### src/rtl/muldiv_pkg.sv
// Shared types and constants for the iterative RV32M multiply/divide unit.
package muldiv_pkg;

   localparam int MULDIV_XLEN = 32;
   localparam int CNT_W       = $clog2(MULDIV_XLEN);

   localparam logic [2:0] FN_MUL    = 3'd0;
   localparam logic [2:0] FN_MULH   = 3'd1;
   localparam logic [2:0] FN_MULHSU = 3'd2;
   localparam logic [2:0] FN_MULHU  = 3'd3;
   localparam logic [2:0] FN_DIV    = 3'd4;
   localparam logic [2:0] FN_DIVU   = 3'd5;
   localparam logic [2:0] FN_REM    = 3'd6;
   localparam logic [2:0] FN_REMU   = 3'd7;

   typedef enum logic [1:0] {
      IDLE = 2'd0,
      RUN  = 2'd1,
      DONE = 2'd2
   } state_t;

endpackage

### src/rtl/ex_muldiv_if.sv
// EX-stage handshake between the ID/EX pipeline register (master) and the mul/div unit (slave).
interface ex_muldiv_if #(parameter int XLEN = 32);

   logic            StartE;
   logic [2:0]      FunctE;
   logic [XLEN-1:0] SrcAE;
   logic [XLEN-1:0] SrcBE;
   logic [4:0]      RdE;
   logic            FlushE;
   logic            StallE;
   logic            DoneE;
   logic [XLEN-1:0] ResultE;
   logic [4:0]      RdME;

   modport master (
      output StartE, FunctE, SrcAE, SrcBE, RdE, FlushE,
      input  StallE, DoneE, ResultE, RdME
   );

   modport slave (
      input  StartE, FunctE, SrcAE, SrcBE, RdE, FlushE,
      output StallE, DoneE, ResultE, RdME
   );

endinterface

### src/rtl/muldiv_step.sv
// One combinational iteration on the {hi, lo} working register: a restoring-divide
// step (lo = dividend/quotient, hi = remainder) or a shift-add multiply step (lo = multiplier).
module muldiv_step #(
   parameter int XLEN = 32
) (
   input  logic              is_div,
   input  logic [2*XLEN-1:0] work_in,
   input  logic [XLEN-1:0]   operand,
   output logic [2*XLEN-1:0] work_out
);

   logic [XLEN:0] partial;
   logic [XLEN:0] diff;
   logic [XLEN:0] sum;

   // The partial remainder keeps its shifted-out MSB so divisors >= 2^(XLEN-1) still work.
   always_comb begin
      partial = work_in[2*XLEN-1:XLEN-1];
      diff    = partial - {1'b0, operand};
      sum     = {1'b0, work_in[2*XLEN-1:XLEN]} + (work_in[0] ? {1'b0, operand} : '0);
      if (is_div) begin
         if (!diff[XLEN]) begin
            work_out = {diff[XLEN-1:0], work_in[XLEN-2:0], 1'b1};
         end else begin
            work_out = {partial[XLEN-1:0], work_in[XLEN-2:0], 1'b0};
         end
      end else begin
         work_out = {sum, work_in[XLEN-1:1]};
      end
   end

endmodule

### src/rtl/ex_muldiv.sv
// Iterative RV32M multiply/divide unit in EX; stalls the pipeline while running.
// Define MULDIV_FAST_MUL_EN for single-cycle multiplies (divides stay iterative).
module ex_muldiv
   import muldiv_pkg::*;
#(
   parameter int XLEN = 32
) (
   input logic        clk,
   input logic        reset,
   ex_muldiv_if.slave bus
);

   state_t            state;
   state_t            next_state;
   logic [CNT_W-1:0]  cnt;
   logic [2*XLEN-1:0] work;
   logic [2*XLEN-1:0] step_out;
   logic [XLEN-1:0]   op_b;
   logic [XLEN-1:0]   special_val_q;
   logic [2:0]        funct_q;
   logic [4:0]        rd_q;
   logic              neg_q;
   logic              neg_r;
   logic              special_q;

   logic              start_go;
   logic              start_special;
   logic [XLEN-1:0]   special_val;
   logic [XLEN-1:0]   mag_a;
   logic [XLEN-1:0]   mag_b;
   logic              neg_a;
   logic              neg_b;
   logic              is_div;
   logic [2*XLEN-1:0] prod_signed;
   logic [XLEN-1:0]   quot;
   logic [XLEN-1:0]   rem;
   logic [XLEN-1:0]   core_result;
   logic [XLEN-1:0]   result_final;
`ifdef MULDIV_FAST_MUL_EN
   logic [2*XLEN-1:0] fast_prod;
`endif

   // Operand decode in IDLE: magnitudes, sign flags and the results that need no iteration.
   always_comb begin
      is_div        = bus.FunctE[2];
      neg_a         = bus.SrcAE[XLEN-1] & ((bus.FunctE == FN_MULH) || (bus.FunctE == FN_MULHSU) ||
                                           (bus.FunctE == FN_DIV)  || (bus.FunctE == FN_REM));
      neg_b         = bus.SrcBE[XLEN-1] & ((bus.FunctE == FN_MULH) ||
                                           (bus.FunctE == FN_DIV)  || (bus.FunctE == FN_REM));
      mag_a         = neg_a ? -bus.SrcAE : bus.SrcAE;
      mag_b         = neg_b ? -bus.SrcBE : bus.SrcBE;
      start_go      = (state == IDLE) && bus.StartE && !bus.FlushE;
      start_special = 1'b0;
      special_val   = '0;
`ifdef MULDIV_FAST_MUL_EN
      fast_prod     = {{XLEN{neg_a}}, bus.SrcAE} * {{XLEN{neg_b}}, bus.SrcBE};
`endif
      if (is_div && (bus.SrcBE == '0)) begin
         start_special = 1'b1;
         special_val   = bus.FunctE[1] ? bus.SrcAE : '1;
      end else if (is_div && !bus.FunctE[0] && (bus.SrcAE == {1'b1, {(XLEN-1){1'b0}}}) &&
                   (bus.SrcBE == '1)) begin
         start_special = 1'b1;
         special_val   = bus.FunctE[1] ? '0 : bus.SrcAE;
      end
`ifdef MULDIV_FAST_MUL_EN
      else if (!is_div) begin
         start_special = 1'b1;
         special_val   = (bus.FunctE == FN_MUL) ? fast_prod[XLEN-1:0] : fast_prod[2*XLEN-1:XLEN];
      end
`endif
   end

   muldiv_step #(.XLEN(XLEN)) u_step (
      .is_div   (funct_q[2]),
      .work_in  (work),
      .operand  (op_b),
      .work_out (step_out)
   );

   // Sign correction and half/quotient/remainder selection applied in DONE.
   always_comb begin
      prod_signed = neg_q ? -work : work;
      quot        = neg_q ? -work[XLEN-1:0] : work[XLEN-1:0];
      rem         = neg_r ? -work[2*XLEN-1:XLEN] : work[2*XLEN-1:XLEN];
      case (funct_q)
         FN_MUL:                        core_result = prod_signed[XLEN-1:0];
         FN_MULH, FN_MULHSU, FN_MULHU:  core_result = prod_signed[2*XLEN-1:XLEN];
         FN_DIV, FN_DIVU:               core_result = quot;
         default:                       core_result = rem;
      endcase
      result_final = special_q ? special_val_q : core_result;
   end

   always_ff @(posedge clk) begin
      if (reset) begin
         state <= IDLE;
      end else begin
         state <= next_state;
      end
   end

   // StallE stays low in DONE so the instruction leaves EX as its result is captured.
   always_comb begin
      next_state = state;
      bus.StallE = 1'b0;
      bus.DoneE  = 1'b0;
      case (state)
         IDLE: begin
            if (start_go) begin
               bus.StallE = 1'b1;
               next_state = start_special ? DONE : RUN;
            end
         end
         RUN: begin
            bus.StallE = 1'b1;
            if (bus.FlushE) begin
               next_state = IDLE;
            end else if (cnt == CNT_W'(XLEN-1)) begin
               next_state = DONE;
            end
         end
         DONE: begin
            bus.DoneE  = !bus.FlushE;
            next_state = IDLE;
         end
         default: next_state = IDLE;
      endcase
   end

   // Datapath: latch operands on start, iterate in RUN, publish the result leaving DONE.
   always_ff @(posedge clk) begin
      if (reset) begin
         cnt           <= '0;
         work          <= '0;
         op_b          <= '0;
         funct_q       <= '0;
         rd_q          <= '0;
         neg_q         <= 1'b0;
         neg_r         <= 1'b0;
         special_q     <= 1'b0;
         special_val_q <= '0;
         bus.ResultE   <= '0;
         bus.RdME      <= '0;
      end else begin
         case (state)
            IDLE: begin
               if (start_go) begin
                  cnt           <= '0;
                  work          <= {{XLEN{1'b0}}, mag_a};
                  op_b          <= mag_b;
                  funct_q       <= bus.FunctE;
                  rd_q          <= bus.RdE;
                  neg_q         <= neg_a ^ neg_b;
                  neg_r         <= neg_a;
                  special_q     <= start_special;
                  special_val_q <= special_val;
               end
            end
            RUN: begin
               work <= step_out;
               cnt  <= cnt + 1'b1;
            end
            DONE: begin
               if (!bus.FlushE) begin
                  bus.ResultE <= result_final;
                  bus.RdME    <= rd_q;
               end
            end
            default: ;
         endcase
      end
   end

endmodule

### src/flat_wrapper.sv
// flat-port wrapper written by rule: the top's interface ports become plain ports
module ex_muldiv_flat import muldiv_pkg::*;
#(
   parameter int XLEN = 32
)
  (clk, reset, bus_StartE, bus_FunctE, bus_SrcAE, bus_SrcBE, bus_RdE, bus_FlushE, bus_StallE, bus_DoneE, bus_ResultE, bus_RdME);
  ex_muldiv_if #(.XLEN(XLEN)) bus_i ();
  input logic clk;
  input logic reset;
  input wire logic [$bits(bus_i.StartE)-1:0] bus_StartE;
  input wire logic [$bits(bus_i.FunctE)-1:0] bus_FunctE;
  input wire logic [$bits(bus_i.SrcAE)-1:0] bus_SrcAE;
  input wire logic [$bits(bus_i.SrcBE)-1:0] bus_SrcBE;
  input wire logic [$bits(bus_i.RdE)-1:0] bus_RdE;
  input wire logic [$bits(bus_i.FlushE)-1:0] bus_FlushE;
  output wire logic [$bits(bus_i.StallE)-1:0] bus_StallE;
  output wire logic [$bits(bus_i.DoneE)-1:0] bus_DoneE;
  output wire logic [$bits(bus_i.ResultE)-1:0] bus_ResultE;
  output wire logic [$bits(bus_i.RdME)-1:0] bus_RdME;
  assign bus_i.StartE = bus_StartE;
  assign bus_i.FunctE = bus_FunctE;
  assign bus_i.SrcAE = bus_SrcAE;
  assign bus_i.SrcBE = bus_SrcBE;
  assign bus_i.RdE = bus_RdE;
  assign bus_i.FlushE = bus_FlushE;
  assign bus_StallE = bus_i.StallE;
  assign bus_DoneE = bus_i.DoneE;
  assign bus_ResultE = bus_i.ResultE;
  assign bus_RdME = bus_i.RdME;
  ex_muldiv #(.XLEN(XLEN)) u_core (.clk(clk), .reset(reset), .bus(bus_i));
endmodule
### config.mk
export PLATFORM = sky130hd
export DESIGN_NAME = ex_muldiv_flat
export DESIGN_NICKNAME = d
export VERILOG_FILES = /design/src/rtl/muldiv_pkg.sv /design/src/rtl/ex_muldiv_if.sv /design/src/rtl/muldiv_step.sv /design/src/rtl/ex_muldiv.sv /design/src/flat_wrapper.sv
export SDC_FILE = /design/constraint.sdc
export NUM_CORES = 1
export LEC_CHECK = 0
export ABC_AREA = 0
export BUFFER_PORTS_ARGS = -buffer_cell sky130_fd_sc_hd__buf_2
export CAP_MARGIN = 20
export CORE_ASPECT_RATIO = 1.5
export CORE_MARGIN = 2
export CORE_UTILIZATION = 64
export CTS_BUF_LIST = sky130_fd_sc_hd__clkbuf_8
export DETAILED_ROUTE_END_ITERATION = 8
export PLACE_DENSITY = 0.84
export SYNTH_ARGS = -nofsm -noshare
export SYNTH_HDL_FRONTEND = slang
export SYNTH_SLANG_ARGS = --single-unit
### constraint.sdc
create_clock -name clk -period 10.45 [get_ports clk]
set_input_delay 1.5675 -clock clk [delete_from_list [all_inputs] [get_ports clk]]
set_output_delay 1.5675 -clock clk [all_outputs]
set_load 0.1 [all_outputs]
==> results of run 1 <==
## Yosys cell counts (17+ instances only)
cell type | number | area share
nand3_1 | 28 | 0.0094
nand4_1 | 23 | 0.0096
nor3_1 | 76 | 0.025
xor2_1 | 88 | 0.052
a22oi_1 | 21 | 0.011
nand2_1 | 177 | 0.044
xnor2_1 | 98 | 0.057
nor2b_1 | 18 | 0.0075
o221ai_1 | 21 | 0.012
ha_1 | 71 | 0.059
a221oi_1 | 22 | 0.013
a21oi_1 | 180 | 0.060
mux2i_1 | 60 | 0.040
dfxtp_1 | 183 | 0.24
nor2_1 | 225 | 0.056
o41ai_1 | 17 | 0.010
a21o_1 | 30 | 0.015
o21ai_0 | 119 | 0.040
or3_1 | 35 | 0.015
o31ai_1 | 26 | 0.013
clkbuf_1 | 142 | 0.036
nor4_1 | 22 | 0.0092
a211oi_1 | 96 | 0.048
inv_1 | 65 | 0.016
## worst max-delay path by stage
stage | end | slack [ps] | depth (start not counted)
CTS | u_core.special_val_q[9] | 5570 | 9
detailed placement | u_core.special_val_q[16] | 5050 | 9
global route | u_core.special_val_q[15] | 5150 | 9
floorplan | bus_DoneE | 5960 | 4
finish | u_core.special_val_q[9] | 5380 | 9
global placement | u_core.special_val_q[9] | 5140 | 9
## routing by layer
metal	vias to the layer above	part of all wire
met5	-	0
met3	242	0.074
li1	7365	-
met1	7325	0.37
met4	0	0.085
met2	793	0.47
## area by class of cell
type,count,area [µm²]
Clock buffer,18,248
Clock inverter,14,153
Fill cell,2007,7080
Inverter,66,248
Multi-Input combinational cell,1628,10500
Sequential cell,183,3670
Tap cell,280,350
Timing Repair Buffer,133,736
## sequential cells by signal (all words and copies together), names as in the netlist
name,cells
u_core.work,64
u_core.cnt,5
u_core.special_val_q,32
u_core.special_q,1
u_core.bus.ResultE,32
u_core.funct_q,3
u_core.state,2
u_core.op_b,32
u_core.neg_r,1
u_core.neg_q,1
u_core.bus.RdME,5
u_core.rd_q,5
## cells by family after synthesis
| group | Yosys count |
|---|---|
| AO/OA/AOI/OAI | 621 |
| XOR/XNOR | 186 |
| AND/OR/NAND/NOR | 688 |
| adder cells (fa/ha/maj) | 73 |
| multiplexers | 60 |
| flip-flops | 183 |
| buffers and inverters | 221 |
## metrics by stage
step | total power [mW] | utilization | cells
after global routing | 1.85 | 0.692 | 2322
after CTS | 1.76 | 0.690 | 2321
after detailed placement | 1.27 | 0.673 | 2289
final | 1.77 | 0.692 | 2322
after global placement | 1.26 | 0.673 | 2289
after floorplan | 1.14 | - | 2032
## worst max-delay path: stages
cell and delay (ps):
buf_2 140, nor4_1 550, nand3_1 250, or3_1 470, or3_1 420, nor4bb_1 760, a21o_1 860, a21oi_1 160
a211oi_1 260
## power groups by stage
stage	Clock (mW)	Combinational [mW]	Sequential (mW)
after floorplan	0	0.349	0.787
after global placement	0	0.477	0.786
after detailed placement	0	0.486	0.787
after CTS	0.500	0.489	0.771
after global routing	0.527	0.546	0.777
final	0.496	0.505	0.773
==> key figures, run 1 <==
Detailed routing
  • Post-Route WL: 48.6 mm
  • Antenna viol nets, final: 0
  • Drt first pass iters: 9
  • Per-cell routed wire length: 20.9 µm
  • Residual DRC: 0
  • DR iter-0 viols: 1722
  • Detailed-route via count: 15700
  • Vias/cell: 6.77

Power and ir drop
  • Cell internal pwr: 1.10 mW
  • Sw frac: 0.383
  • Clock power frac: 0.280
  • Worst VDD drop: 0.000129 V
  • Sequential share of power: 0.436
  • Static leakage power: 6.17 nW
  • Power Density: 112 mW/mm²
  • Combinational power share: 0.285
  • Switch Pwr: 0.679 mW

Hold path
  • Worst hold endpoint: u_core.bus.ResultE[17]
  • HP Class: flip-flop to flip-flop
  • Worst hold path stage count: 2
  • Hold path start: u_core.bus.ResultE[17]

Die
  • Die Y: 191 µm
  • Row Count: 68
  • Core Area: 0.0230 mm²
  • Starting Density: 0.651
  • Full die area: 0.0246 mm²
  • IO Count: 115
  • Die W: 129 µm

Yosys
  • Synthesized Nets: 2181
  • Async SR Flop Fraction: 0
  • Yosys warning count: 0
  • Syn Area/Cell: 7.36 µm²
  • Adder-cell share of the synthesized area: 0.0621
  • Synthesized flop and latch total: 183
  • Top_reg_cell synth: dfxtp_1
  • Synth Area in XOR/XNOR: 0.109
  • Syn Std Cell Area: 0.0150 mm²
  • Multiplexer share of the synthesized area: 0.0402
  • Post-Synth Simple-Gate Area: 0.217
  • Post-synthesis cell count: 2032
  • Yosys cell types: 73
  • Largest family of logic cells by synthesized area: compound AO/OA/AOI/OAI gates
  • Number of synthesized flops with an enable pin: 0
  • Compound-Gate Fraction of Synth Area: 0.270
  • Seq/Total Area, Yosys: 0.245

STA
  • Max-slew headroom: 0.272
  • Worst-case hold slack: 455 ps
  • Fmax: 0.197 GHz
  • Endpoints failing hold: 0
  • Worst Max-Slew Pin Slew: 1090 ps
  • Final count of pins violating max slew: 0
  • RSZ-0062 raised after global routing: false
  • Max Clock Skew: 12.4 ps
  • Setup TNS: 0 ps
  • Final period utilization: 0.485
  • Crit path time final: 5070 ps
  • Final WS setup: 5380 ps
  • Final setup fails: 0

Global routing
  • Total congestion overflow: 0
  • GRT Overall Usage: 0.391
  • Largest net degree at the start of global routing: 84
  • GR Util met2: 0.649
  • First-pass GRT wire length: 76.0 mm
  • Antenna violations before repair: 1
  • Gr busiest metal: met2
  • Vias in the first global route: 14700
  • Met1 GRT Util: 0.440
  • Grt met3 use: 0.0633

CTS
  • Clk root buf: clkbuf_8
  • H-Tree Depth: 4
  • Worst-Skew Late Latency: 500 ps
  • CTS tree: built
  • CTS resizes: 0
  • Hold-fix buffers, CTS: 0
  • Setup Buffers After CTS: 0
  • CTS Buffer Depth: 2
  • Total CTS buffers: 17
  • Num Clock Sinks: 183
  • Clock transition at path regs: 110 ps

Placed design
  • GP Congestion: 1.01
  • Detail Placement HPWL: 34.8 mm
  • Port bufs: 114
  • Post-place setup slack: 5050 ps
  • Area after DPL: 0.0155 mm²

Run
  • Maxcap violations: 0

Worst setup path
  • Worst reg-to-reg path cell count: 14
  • Worst Path Arrival: 5460 ps
  • Req. time, crit path: 10850 ps
  • FF-to-FF setup slack: 5810 ps
  • Kind of critical path: primary input to flip-flop
  • Critical path fanouts, max: 31
  • Critical path origin: bus_SrcBE[2]
  • Reg2reg start: u_core.work[31]
  • Worst reg2reg path endpoint: u_core.work[36]
  • Crit start category: primary input
  • Setup crit end kind: flip-flop

Cells and area
  • Diode count: 0
  • Design area: 0.0159 mm²
  • Commonest cells after routing, fill and taps aside: nor2_1 (224), dfxtp_1 (181), a21oi_1 (180)
  • Area Overhead vs Synth: 6.23%
  • Fin nets: 2178
  • Share of layout cells above drive strength 1: 0.0965
  • Most common cell after layout, fill and taps aside: nor2_1

Status
  • Status: finished clean
No activity file was read; power rests on OpenSTA's default activity.
==> inputs of run 2 (changes only) <==
CORE_UTILIZATION = 63   (was 64)
PLACE_DENSITY = 0.83   (was 0.84)
clock period = 5.2 ns   (was 10.45 ns; I/O delays follow)
==> run 2 against run 1 <==
Compared with the run above:
- via count decreased by 0.50%
- total power increased by 110%
- count of clock-buffer cells in the layout decreased by 1
- routed wire length increased by 0.70%
- design area increased by 1.2%
- non-clock buffer count increased by 11
- highest routed layer unchanged
- sequential power increased by 100%
- sequential cell count unchanged
- clock skew increased by 3.1 ps
==> key figures, run 2 (synthesis results as in run 1) <==
Status
  • Status: finished clean

Power and ir drop
  • Worst VDD drop: 0.000217 V
  • Static leakage power: 6.25 nW
  • Power Density: 229 mW/mm²
  • Final Total Pwr: 3.68 mW

Worst setup path
  • Crit start category: flip-flop
  • Req. time, crit path: 5620 ps
  • Critical path origin: u_core.work[34]
  • Setup crit end kind: flip-flop
  • Critical path fanouts, max: 27
  • Worst reg-to-reg path cell count: 12
  • Kind of critical path: flip-flop to flip-flop
  • Reg2reg start: u_core.work[34]
  • FF-to-FF setup slack: 1080 ps
  • Worst Path Arrival: 4550 ps
  • Worst Setup EP: u_core.work[36]
  • Worst reg2reg path endpoint: u_core.work[36]

CTS
  • Num Clock Sinks: 183
  • Hold-fix buffers, CTS: 0
  • Total CTS buffers: 17
  • H-Tree Depth: 4
  • Setup Buffers After CTS: 0
  • Worst-Skew Late Latency: 520 ps
  • Clk root buf: clkbuf_8
  • CTS Buffer Depth: 2
  • CTS tree: built
  • CTS resizes: 0
  • Clock transition at path regs: 110 ps

Global routing
  • Antenna violations before repair: 0
  • Vias in the first global route: 14700
  • First-pass GRT wire length: 76.0 mm
  • Largest net degree at the start of global routing: 97
  • GRT Overall Usage: 0.386
  • Total congestion overflow: 0

Die
  • Full die area: 0.0250 mm²
  • IO Count: 115
  • Core Area: 0.0235 mm²
  • Die Y: 193 µm
  • Die W: 130 µm
  • Row Count: 69
  • Starting Density: 0.637

Cells and area
  • Diode count: 0
  • Share of layout cells above drive strength 1: 0.102
  • Area Overhead vs Synth: 7.55%
  • Fin util: 0.685
  • Filler Cell Count: 2110
  • Commonest cells after routing, fill and taps aside: nor2_1 (223), dfxtp_1 (181), a21oi_1 (180)
  • Fin nets: 2189
  • Largest Register: u_core.work
  • Largest register FFs: 64
  • Most common cell after layout, fill and taps aside: nor2_1

Placed design
  • Detail Placement HPWL: 36.3 mm
  • GP Congestion: 1.10
  • Port bufs: 114

STA
  • Fmax: 0.242 GHz
  • Endpoints failing hold: 0
  • Crit path time final: 4120 ps
  • Final setup fails: 0
  • Final count of pins violating max slew: 0
  • Setup TNS: 0 ps
  • Max Clock Skew: 15.6 ps
  • Max-slew headroom: 0.286
  • Final period utilization: 0.793
  • Worst-case hold slack: 455 ps
  • Worst Max-Slew Pin Slew: 1060 ps
  • RSZ-0062 raised after global routing: false

Detailed routing
  • Residual DRC: 0
  • Antenna viol nets, final: 0
  • Post-Route WL: 48.9 mm
  • Per-cell routed wire length: 20.6 µm
  • Wl on met1: 17.7 mm
  • Routed met2 length: 23.8 mm
  • Vias/cell: 6.60
  • DR iter-0 viols: 1426
  • Drt first pass iters: 6
  • Detailed-route via count: 15600
  • Top Layer Used: met4
  • Met3 routed WL: 3.03 mm

Run
  • Maxcap violations: 0

Hold path
  • HP Class: flip-flop to flip-flop
[run 2: power breakdown]
| group | leakage, nW | switching [mW] | internal (mW) |
|---|---|---|---|
| Clock | 0.221 | 0.614 | 0.495 |
| Combinational | 4.53 | 0.653 | 0.360 |
| Sequential | 1.49 | 0.0849 | 1.47 |
[run 2: per-layer routing]
layer | track usage | vias to the layer above
li1 | - | 7364
met1 | 0.417 | 7368
met2 | 0.648 | 690
met3 | 0.0718 | 225
met4 | 0.318 | 0
met5 | 0 | -
[run 2: per-stage QoR]
| stage | instance area, µm² | setup WS [ps] | instances |
|---|---|---|---|
| final | 16100 | 1080 | 2372 |
| after CTS | 16100 | 1100 | 2371 |
| after global placement | 15600 | 1070 | 2338 |
| after global routing | 16100 | 822 | 2372 |
| after detailed placement | 15600 | 925 | 2339 |
| after floorplan | 15000 | 1380 | 2032 |
[run 2: worst min-delay path by stage]
| stage | slack [ps] | from | cells after the start | endpoint |
|---|---|---|---|---|
| after floorplan | 430 | u_core.rd_q[0] | 2 | u_core.bus.RdME[0] |
| after detailed placement | 440 | u_core.bus.ResultE[17] | 2 | u_core.bus.ResultE[17] |
| after global placement | 440 | u_core.rd_q[4] | 2 | u_core.bus.RdME[4] |
| final | 460 | u_core.bus.ResultE[17] | 2 | u_core.bus.ResultE[17] |
| after global routing | 460 | bus_FlushE | 2 | u_core.state[1] |
| after CTS | 460 | bus_FlushE | 2 | u_core.state[1] |
[run 2: cell type report]
class / instances / area [µm²] / area share
Multi-Input combinational cell: 1628 / 10500 / 0.652
Sequential cell: 183 / 3670 / 0.228
Timing Repair Buffer: 144 / 838 / 0.0521
Tap cell: 319 / 399 / 0.0248
Inverter: 66 / 248 / 0.0154
Clock buffer: 17 / 234 / 0.0145
Clock inverter: 15 / 210 / 0.0131
[run 2: critical path: stages, from the launching register on]
cell and delay [ps]:
dfxtp_1 590, ha_1 350, o211ai_1 180, a21oi_1 110, o311a_1 400, a211o_1 310
a21oi_1 280, o41ai_1 190, xnor2_2 770, buf_12 290, mux2i_1 220, nor2_1 60
a221o_1 250
